## src/rtl/wr_ptr_ctrl_p_pkg.sv

```systemverilog
// Shared types and Gray/binary helpers for the asynchronous FIFO write-side controller.
// Helpers work on a wide word; callers zero-extend their pointer and truncate the result.
package wr_ptr_ctrl_p_pkg;

    localparam int unsigned PtrWordW = 32;

    typedef logic [PtrWordW-1:0] ptr_word_t;

    // DROP_MODE encodings
    localparam int unsigned DropModeOff = 0;
    localparam int unsigned DropModeOn  = 1;

    function automatic ptr_word_t bin2gray(input ptr_word_t b);
        return b ^ (b >> 1);
    endfunction

    // Each binary bit is the XOR of all Gray bits at or above it.
    function automatic ptr_word_t gray2bin(input ptr_word_t g);
        ptr_word_t b;
        b = g;
        for (int i = 1; i < PtrWordW; i++) begin
            b = b ^ (g >> i);
        end
        return b;
    endfunction

endpackage

```

## src/rtl/wr_ptr_ctrl_p_if.sv

```systemverilog
// Write-side handshake and dual-port RAM write port of the FIFO controller.
interface wr_ptr_ctrl_p_if #(
    parameter int unsigned ADDR_W = 3
) ();

    logic              ivalid;
    logic              iready;
    logic              wen;
    logic [ADDR_W-1:0] waddr;

    modport master (
        output ivalid,
        input  iready,
        input  wen,
        input  waddr
    );

    modport slave (
        input  ivalid,
        output iready,
        output wen,
        output waddr
    );

endinterface

```

## src/rtl/wr_ptr_ctrl_p_gray_sync.sv

```systemverilog
// Multi-flop synchroniser for a Gray-coded pointer crossing into the local clock domain.
// Reset is synchronous and active-low so the chain clears together with the pointer logic.
module wr_ptr_ctrl_p_gray_sync #(
    parameter int unsigned W      = 4,
    parameter int unsigned STAGES = 2
) (
    input  logic         clk_i,
    input  logic         rst_ni,
    input  logic [W-1:0] d_i,
    output logic [W-1:0] q_o
);

    logic [STAGES-1:0][W-1:0] sync_q;
    logic [STAGES-1:0][W-1:0] sync_d;

    always_comb begin
        sync_d = {sync_q[STAGES-2:0], d_i};
    end

    always_ff @(posedge clk_i) begin
        if (!rst_ni) begin
            sync_q <= '0;
        end else begin
            sync_q <= sync_d;
        end
    end

    assign q_o = sync_q[STAGES-1];

endmodule

```

## src/rtl/wr_ptr_ctrl_p.sv

```systemverilog
// Write-clock-domain controller of the asynchronous FIFO: write pointer, read-pointer sync,
// full/almost-full/level generation, RAM write port and optional drop-while-full mode.
module wr_ptr_ctrl_p
    import wr_ptr_ctrl_p_pkg::*;
#(
    parameter int unsigned ADDR_W       = 3,
    parameter int unsigned SYNC_STAGES  = 2,
    parameter int unsigned AFULL_THRESH = 6,
    parameter int unsigned DROP_MODE    = 0,
    parameter int unsigned DROP_CNT_W   = 8
) (
    input  logic                  clkin,
    input  logic                  rstin,
    wr_ptr_ctrl_p_if.slave        wr_if,
    input  logic [ADDR_W:0]       rptr_gray_i,
    output logic [ADDR_W:0]       wptr_gray_o,
    output logic                  full,
    output logic                  almost_full,
    output logic [ADDR_W:0]       wlevel,
    output logic [DROP_CNT_W-1:0] drop_cnt
);

    typedef logic [ADDR_W:0]       ptr_t;
    typedef logic [DROP_CNT_W-1:0] cnt_t;

    // Full when the write pointer is exactly one lap ahead: top two Gray bits inverted.
    localparam ptr_t FullMask = {2'b11, {(ADDR_W-1){1'b0}}};

    ptr_t wbin_q, wbin_d;
    ptr_t wgray_q, wgray_d;
    ptr_t level_q, level_d;
    logic full_q, full_d;
    logic afull_q, afull_d;
    cnt_t drop_cnt_q, drop_cnt_d;

    ptr_t rsync;
    ptr_t rbin;
    logic accept;
    logic drop;

    wr_ptr_ctrl_p_gray_sync #(
        .W      (ADDR_W + 1),
        .STAGES (SYNC_STAGES)
    ) u_rptr_sync (
        .clk_i  (clkin),
        .rst_ni (rstin),
        .d_i    (rptr_gray_i),
        .q_o    (rsync)
    );

    always_comb begin
        accept = wr_if.ivalid & ~full_q & rstin;
        drop   = (DROP_MODE == DropModeOn) && wr_if.ivalid && full_q && rstin;

        wbin_d  = accept ? wbin_q + ptr_t'(1) : wbin_q;
        wgray_d = ptr_t'(bin2gray(ptr_word_t'(wbin_d)));
        rbin    = ptr_t'(gray2bin(ptr_word_t'(rsync)));

        // Stale rsync can only lag the true read pointer, so the level never under-reports.
        level_d = wbin_d - rbin;
        full_d  = (wgray_d == (rsync ^ FullMask));
        afull_d = ptr_word_t'(level_d) >= ptr_word_t'(AFULL_THRESH);

        drop_cnt_d = drop_cnt_q;
        if (DROP_MODE == DropModeOff) begin
            drop_cnt_d = '0;
        end else if (drop && (drop_cnt_q != '1)) begin
            drop_cnt_d = drop_cnt_q + cnt_t'(1);
        end
    end

    always_ff @(posedge clkin) begin
        if (!rstin) begin
            wbin_q     <= '0;
            wgray_q    <= '0;
            level_q    <= '0;
            full_q     <= 1'b0;
            afull_q    <= 1'b0;
            drop_cnt_q <= '0;
        end else begin
            wbin_q     <= wbin_d;
            wgray_q    <= wgray_d;
            level_q    <= level_d;
            full_q     <= full_d;
            afull_q    <= afull_d;
            drop_cnt_q <= drop_cnt_d;
        end
    end

    assign wr_if.iready = (DROP_MODE == DropModeOn) ? rstin : (rstin & ~full_q);
    assign wr_if.wen    = accept;
    assign wr_if.waddr  = wbin_q[ADDR_W-1:0];

    assign wptr_gray_o = wgray_q;
    assign full        = full_q;
    assign almost_full = afull_q;
    assign wlevel      = level_q;
    assign drop_cnt    = drop_cnt_q;

endmodule

```

## src/flat_wrapper.sv

```systemverilog
// flat-port wrapper written by rule: the top's interface ports become plain ports
module wr_ptr_ctrl_p_flat import wr_ptr_ctrl_p_pkg::*;
#(
    parameter int unsigned ADDR_W       = 3,
    parameter int unsigned SYNC_STAGES  = 2,
    parameter int unsigned AFULL_THRESH = 6,
    parameter int unsigned DROP_MODE    = 0,
    parameter int unsigned DROP_CNT_W   = 8
)
  (clkin, rstin, rptr_gray_i, wptr_gray_o, full, almost_full, wlevel, drop_cnt, wr_if_ivalid, wr_if_iready, wr_if_wen, wr_if_waddr);
  wr_ptr_ctrl_p_if #(.ADDR_W(ADDR_W)) wr_if_i ();
  input  logic clkin;
  input  logic rstin;
  input  logic [ADDR_W:0] rptr_gray_i;
  output logic [ADDR_W:0] wptr_gray_o;
  output logic full;
  output logic almost_full;
  output logic [ADDR_W:0] wlevel;
  output logic [DROP_CNT_W-1:0] drop_cnt;
  input wire logic [$bits(wr_if_i.ivalid)-1:0] wr_if_ivalid;
  output wire logic [$bits(wr_if_i.iready)-1:0] wr_if_iready;
  output wire logic [$bits(wr_if_i.wen)-1:0] wr_if_wen;
  output wire logic [$bits(wr_if_i.waddr)-1:0] wr_if_waddr;
  assign wr_if_i.ivalid = wr_if_ivalid;
  assign wr_if_iready = wr_if_i.iready;
  assign wr_if_wen = wr_if_i.wen;
  assign wr_if_waddr = wr_if_i.waddr;
  wr_ptr_ctrl_p #(.ADDR_W(ADDR_W), .SYNC_STAGES(SYNC_STAGES), .AFULL_THRESH(AFULL_THRESH), .DROP_MODE(DROP_MODE), .DROP_CNT_W(DROP_CNT_W)) u_core (.clkin(clkin), .rstin(rstin), .wr_if(wr_if_i), .rptr_gray_i(rptr_gray_i), .wptr_gray_o(wptr_gray_o), .full(full), .almost_full(almost_full), .wlevel(wlevel), .drop_cnt(drop_cnt));
endmodule
```

## config.mk

```make
export PLATFORM = sky130hd
export DESIGN_NAME = wr_ptr_ctrl_p_flat
export DESIGN_NICKNAME = d
export VERILOG_FILES = /design/src/rtl/wr_ptr_ctrl_p_pkg.sv /design/src/rtl/wr_ptr_ctrl_p_if.sv /design/src/rtl/wr_ptr_ctrl_p_gray_sync.sv /design/src/rtl/wr_ptr_ctrl_p.sv /design/src/flat_wrapper.sv
export SDC_FILE = /design/constraint.sdc
export NUM_CORES = 1
export LEC_CHECK = 0
export CAP_MARGIN = 20
export CORE_ASPECT_RATIO = 1.2
export CORE_MARGIN = 2
export CORE_UTILIZATION = 45
export DETAILED_ROUTE_END_ITERATION = 10
export PLACE_DENSITY = 0.73
export SLEW_MARGIN = 20
export SYNTH_ARGS = -nofsm -noshare
export SYNTH_HDL_FRONTEND = slang
export SYNTH_SLANG_ARGS = --single-unit
```

## constraint.sdc

```tcl
create_clock -name clkin -period 3.31 [get_ports clkin]
set_clock_uncertainty 0.15 [all_clocks]
set_input_delay 0.662 -clock clkin [delete_from_list [all_inputs] [get_ports clkin]]
set_output_delay 0.662 -clock clkin [all_outputs]
set_load 0.01 [all_outputs]
```

# ---- Word-level counts from Yosys, hierarchy flattened
# Cells that the tools add are included.
dict set report word_totals {
  output_inout_bits 23
  reg_bits 22
  inputBits 7
  elab_cells 21
}
dict set report classes {
  eq_ne 1
  n_bitwise 9
  muxes 1
  add_sub_neg 2
  magnitude_cmp 1
}
# operator count
set op_table {}
lappend op_table {{4-bit by 3-bit bitwise XOR with 4-bit output} 2}
lappend op_table {{4-bit by 1-bit adder with 4-bit output, second input constant} 1}
lappend op_table {{4-bit equality test} 1}
lappend op_table {{4-bit by 3-bit greater-or-equal comparator with 1-bit output, second input constant} 1}
lappend op_table {{4-bit two-way mux} 1}
lappend op_table {{4-bit subtractor} 1}
lappend op_table {{4-bit by 1-bit bitwise XOR with 4-bit output} 1}
lappend op_table {{4-bit by 2-bit bitwise XOR with 4-bit output} 1}
lappend op_table {{1-bit bitwise AND} 3}
lappend op_table {{2-bit NOT} 1}
lappend op_table {{1-bit NOT} 1}

# ---- Longest topological paths before layout
dict set report depth {
  word_depth 6
  depth_mapped 10
  ltp_nobuf 10
}

# ---- Cells and area by module
# From an unflattened synthesis, not the netlist that was laid out.
dict set report hier_totals {
  hier_cells 90
  area_unflattened_um2 945.9
}
# mod seq_area_each_um2 instances area_per_inst_um2 cells_per_inst
set by_module_without_submodules {}
lappend by_module_without_submodules {wr_ptr_ctrl_p 260.2 1 735.7 74}
lappend by_module_without_submodules {wr_ptr_ctrl_p_gray_sync 160.2 1 210.2 16}

# ---- Worst setup path before layout
# No wires, ideal clock.
dict set report synth_path {
  path_type {register to register}
  from {reg u_core.wbin_q[1]}
  to {reg u_core.afull_q, in the netlist u_core.almost_full}
  slack_ns 0.707
  arrival_ns 2.338
  setup_time_ns 0.115
  period_less_slack_ns 2.603
  stages_incl_launch_ff 11
  t_required_ns 3.045
  path_buffers 1
  path_cell_list {dfxtp_1 -> ha_1 -> and4b_1 -> buf_6 -> a21oi_4 -> xnor2_1 -> ha_1 -> and3b_1 -> nor4b_1 -> nor3b_1 -> o21a_1}
}
dict set report synth_between {
  elab_chain_cells 4
}
# item line
set synth_rtl {}
lappend synth_rtl {{start: declaration} wr_ptr_ctrl_p.sv:29} ;# ptr_t wbin_q, wbin_d;
lappend synth_rtl {{start signal: assignment} wr_ptr_ctrl_p.sv:81} ;# wbin_q <= wbin_d;
lappend synth_rtl {{4-bit by 1-bit adder with 4-bit output} wr_ptr_ctrl_p.sv:55} ;# wbin_d = accept ? wbin_q + ptr_t'(1) : wbin_q;
lappend synth_rtl {{4-bit two-way mux (*)} wr_ptr_ctrl_p.sv:55}
lappend synth_rtl {{4-bit subtractor (*)} wr_ptr_ctrl_p.sv:60} ;# level_d = wbin_d - rbin;
lappend synth_rtl {{4-bit by 3-bit greater-or-equal comparator with 1-bit output (*)} wr_ptr_ctrl_p.sv:62} ;# afull_d = ptr_word_t'(level_d) >= ptr_word_t'(AFULL_THRESH);
lappend synth_rtl {{end signal: assignment} wr_ptr_ctrl_p.sv:85} ;# afull_q <= afull_d;
lappend synth_rtl {{end: declaration} wr_ptr_ctrl_p.sv:33} ;# logic afull_q, afull_d;
# Every way passes the cells marked *; elsewhere a longest branch is shown, timed or not.
# A chain may end at the register's enable or synchronous reset.

# ---- Worst setup path in the final report
dict set report layout_path {
  from {in rstin}
  to {out wr_if_iready}
}
dict set report layout_between {
  elab_chain_cells 1
}
# item line
set layout_rtl {}
lappend layout_rtl {{start: declaration} flat_wrapper.sv:13} ;# input logic rstin;
lappend layout_rtl {{1-bit bitwise AND} wr_ptr_ctrl_p.sv:90} ;# assign wr_if.iready = (DROP_MODE == DropModeOn) ? rstin : (rstin & ~full_q);
lappend layout_rtl {{end: declaration} flat_wrapper.sv:21} ;# output wire logic [$bits(wr_if_i.iready)-1:0] wr_if_iready;
# Every way passes these cells.

==> summary.md <==
| Metric | Value |
|---|---|
| Status | finished, final reports clean |
| Footprint of the multi-input gates | 591 um^2 |
| DPL Wire Length | 1410 um |
| #FFs+latches synth | 21 |
| Ant. Diodes | 0 |
| Final WL | 1780 um |
| Final worst-path cycle share | 88.5% |
| Cts repair resizes | 0 |
| Post-synthesis cell count | 99 |
| Fin nets | approximately 140 |
| Global-route wire length before repair | 3010 um |
| Total GRT Usage | 14.2% |
| Post-CTS Setup Inserts | 0 |
| Layout cells sized above 1 | 13.6% |
| Die Span X | 48.6 um |
| CTS Buffer Depth | 2 |
| Minimum clock period | just under 3 ns |
| Worst path cell trace | clkdlybuf4s50_1 > buf_4 > inv_1 > nor2_1 > clkdlybuf4s50_1 |
| Pre-antenna DRT Iters | 4 |
| CP startpoint kind | input port |
| Pwr dens | 408 mW/mm^2 |
| Static leakage | 0.000544 uW |
| Reg area | about 420 um^2 |
| Max-slew violations | 0 |
| Max_cap viols | 0 |
| Avg WL per Cell | 11.4 um |
| Synthesis-to-layout area growth | 24.2% |
| Critical path type | in2out |
| Die height | 57.5 um |
| CP max FO | 9 |
| Routability cong. | 0.786 |
| DRC Markers | 0 |
| Post-CTS Hold Fix Bufs | 0 |
| Num CTS Buffers | 3 |
| Clk Latency, worst-skew pair | 0.31 ns |
| Yosys warns | 0 |
| Vias in the first global route | 695 |
| HP Class | reg2reg |
| Seq/Total Area, Yosys | 39.1% |
| Mean post-synth cell area | 10.9 um^2 |
| Top post-synthesis cells by count | dfxtp_1, and2_1, xnor2_1, buf_4 |
| Root Buffer | clkbuf_4 |
| IO Count | 30 |
| Top FF cell, synth | dfxtp_1 |
| Share of the synthesized area in the top cell type | 39.1% |
| Delay-heaviest family, CP | buffers and inverters |
| FILL cells | 213 |
| Starting Density | 47.1% |
| Async S/R FF share, synth | 0% |
| Cell area after synthesis | 0.00107 mm^2 |
| CP Buf/Inv Count | 4 |
| Die Area | 0.00280 mm^2 |
| Vias per cell | 4.68 |
| CTS sink count | 21 |
| Final setup vio count | 0 |
| Vias | between 700 and 800 |
| CP required | 2.50 ns |
| Crit path largest cell delay | 0.56 ns |
| Endpoints failing hold | 0 |
| RSZ-0062 raised after global routing | false |
| Most frequent CP cell | clkdlybuf4s50_1 |
| Worst Setup End Kind | output port |
| Area contributors post-synth | dfxtp_1, and2_1, xnor2_1, buf_4, ha_1 |
| Netlist cell types | 35 |
| Post-placement cell area | 0.00131 mm^2 |
| EDFF count, synth | 0 |
| Peak Freq | 0.342 GHz |
| Final instance area | 0.00134 mm^2 |
| Worst path arrival time | 2.12 ns |
| Synth area leader | dfxtp_1 |
| Largest net degree at the start of global routing | 13 |
| Post-route ant nets | 0 |
| 1st-iter DRT viols | 2 |
| Initial antenna violation count | 0 |
| VDD IR max | 0.305 mV |
| Clk slew on worst S/H paths | 0.11 ns |
| CTS tree | built |
| Crit-path slowest cell | clkdlybuf4s50_1 |
| Port bufs | 21 |
| Placeable Area | 0.00228 mm^2 |
| Top-count cell post-synth | dfxtp_1 |
| Overflow after GRT | 0 |
| Fin Setup TNS | 0 ns |
| CTS HTree Levels | 1 |
| Row Count | 19 |
| Total power | 545 uW |
## placed cells by master (no fill, tap or decap), types with 2 or more instances in the layout
cell,n
buf_4,5
ha_1,4
nor2b_1,4
xor2_1,2
xnor2_1,9
clkdlybuf4s50_1,21
and2_1,14
dfxtp_1,21
nor2_1,3
conb_1,8
nor3b_1,2
xnor3_1,2
a211oi_1,3
inv_1,3
clkbuf_4,3
## through the flow
step                      hold slack [ns]  util [%]  instances  setup slack [ns]
after global placement              0.263      57.3        152             0.241
after global routing                0.322      58.5        156             0.312
after CTS                           0.304      58.5        156             0.370
after floorplan                     0.262         -        106             0.707
final                               0.298      58.5        156             0.382
after detailed placement            0.276      57.3        152             0.154
## state kept, by name, summed over array words and instances (netlist names)
name and flops:
u_core.wptr_gray_o 3, u_core.u_rptr_sync.q_o 4, u_core.wlevel 4, u_core.almost_full 1
u_core.full 1, u_core.wbin_q 4, u_core.u_rptr_sync.sync_d 4
## routing by layer
metal	GRT usage (%)	wire length [um]	vias up	share of wire, %
li1	-	-	366	-
met1	16.9	773	336	43
met2	23.5	891	22	50
met3	2.62	66	6	3.7
met4	9.80	51	0	2.9
met5	0	0	-	0
## final cells by class
cell class	instances	area share [%]
Sequential cell	21	31.5
Clock buffer	4	1.97
Tap cell	31	2.91
Timing Repair Buffer	26	18.6
Multi-Input combinational cell	71	44.2
Inverter	3	0.843
## cells by family (layout without fill, tap and decap cells)
logic type / Yosys count / count (layout) / synth area share, %
AOI/OAI and AO/OA: 9 / 9 / 8.03
xor gates and xnor gates: 15 / 15 / 16.9
adders and majority gates: 4 / 4 / 4.66
buffers and inverters: 14 / 33 / 8.38
DFF: 21 / 21 / 39.1
other: 1 / 8 / 0.349
and+or+nand+nor: 35 / 35 / 22.6
## final timing paths
check	startpoint	end	cells past startpoint	slack [ns]
hold / removal	u_core.u_rptr_sync.sync_d[4]$_SDFF_PN0_	u_core.u_rptr_sync.q_o[0]$_SDFF_PN0_	1	0.30
setup reg to reg	u_core.wbin_q[1]$_SDFF_PN0_	u_core.almost_full$_SDFF_PN0_	9	0.62
setup / recovery	rstin	wr_if_iready	5	0.38
hold reg to reg	u_core.u_rptr_sync.sync_d[4]$_SDFF_PN0_	u_core.u_rptr_sync.q_o[0]$_SDFF_PN0_	1	0.30
## power by group
part,leakage (uW),switching [uW],internal [uW]
clock,0.0000150,78.0,47.1
combinational,0.000356,61.6,76.3
sequential,0.000173,9.54,272
total,0.000544,149,395
Note: power is estimated with default switching activity, not from simulation.
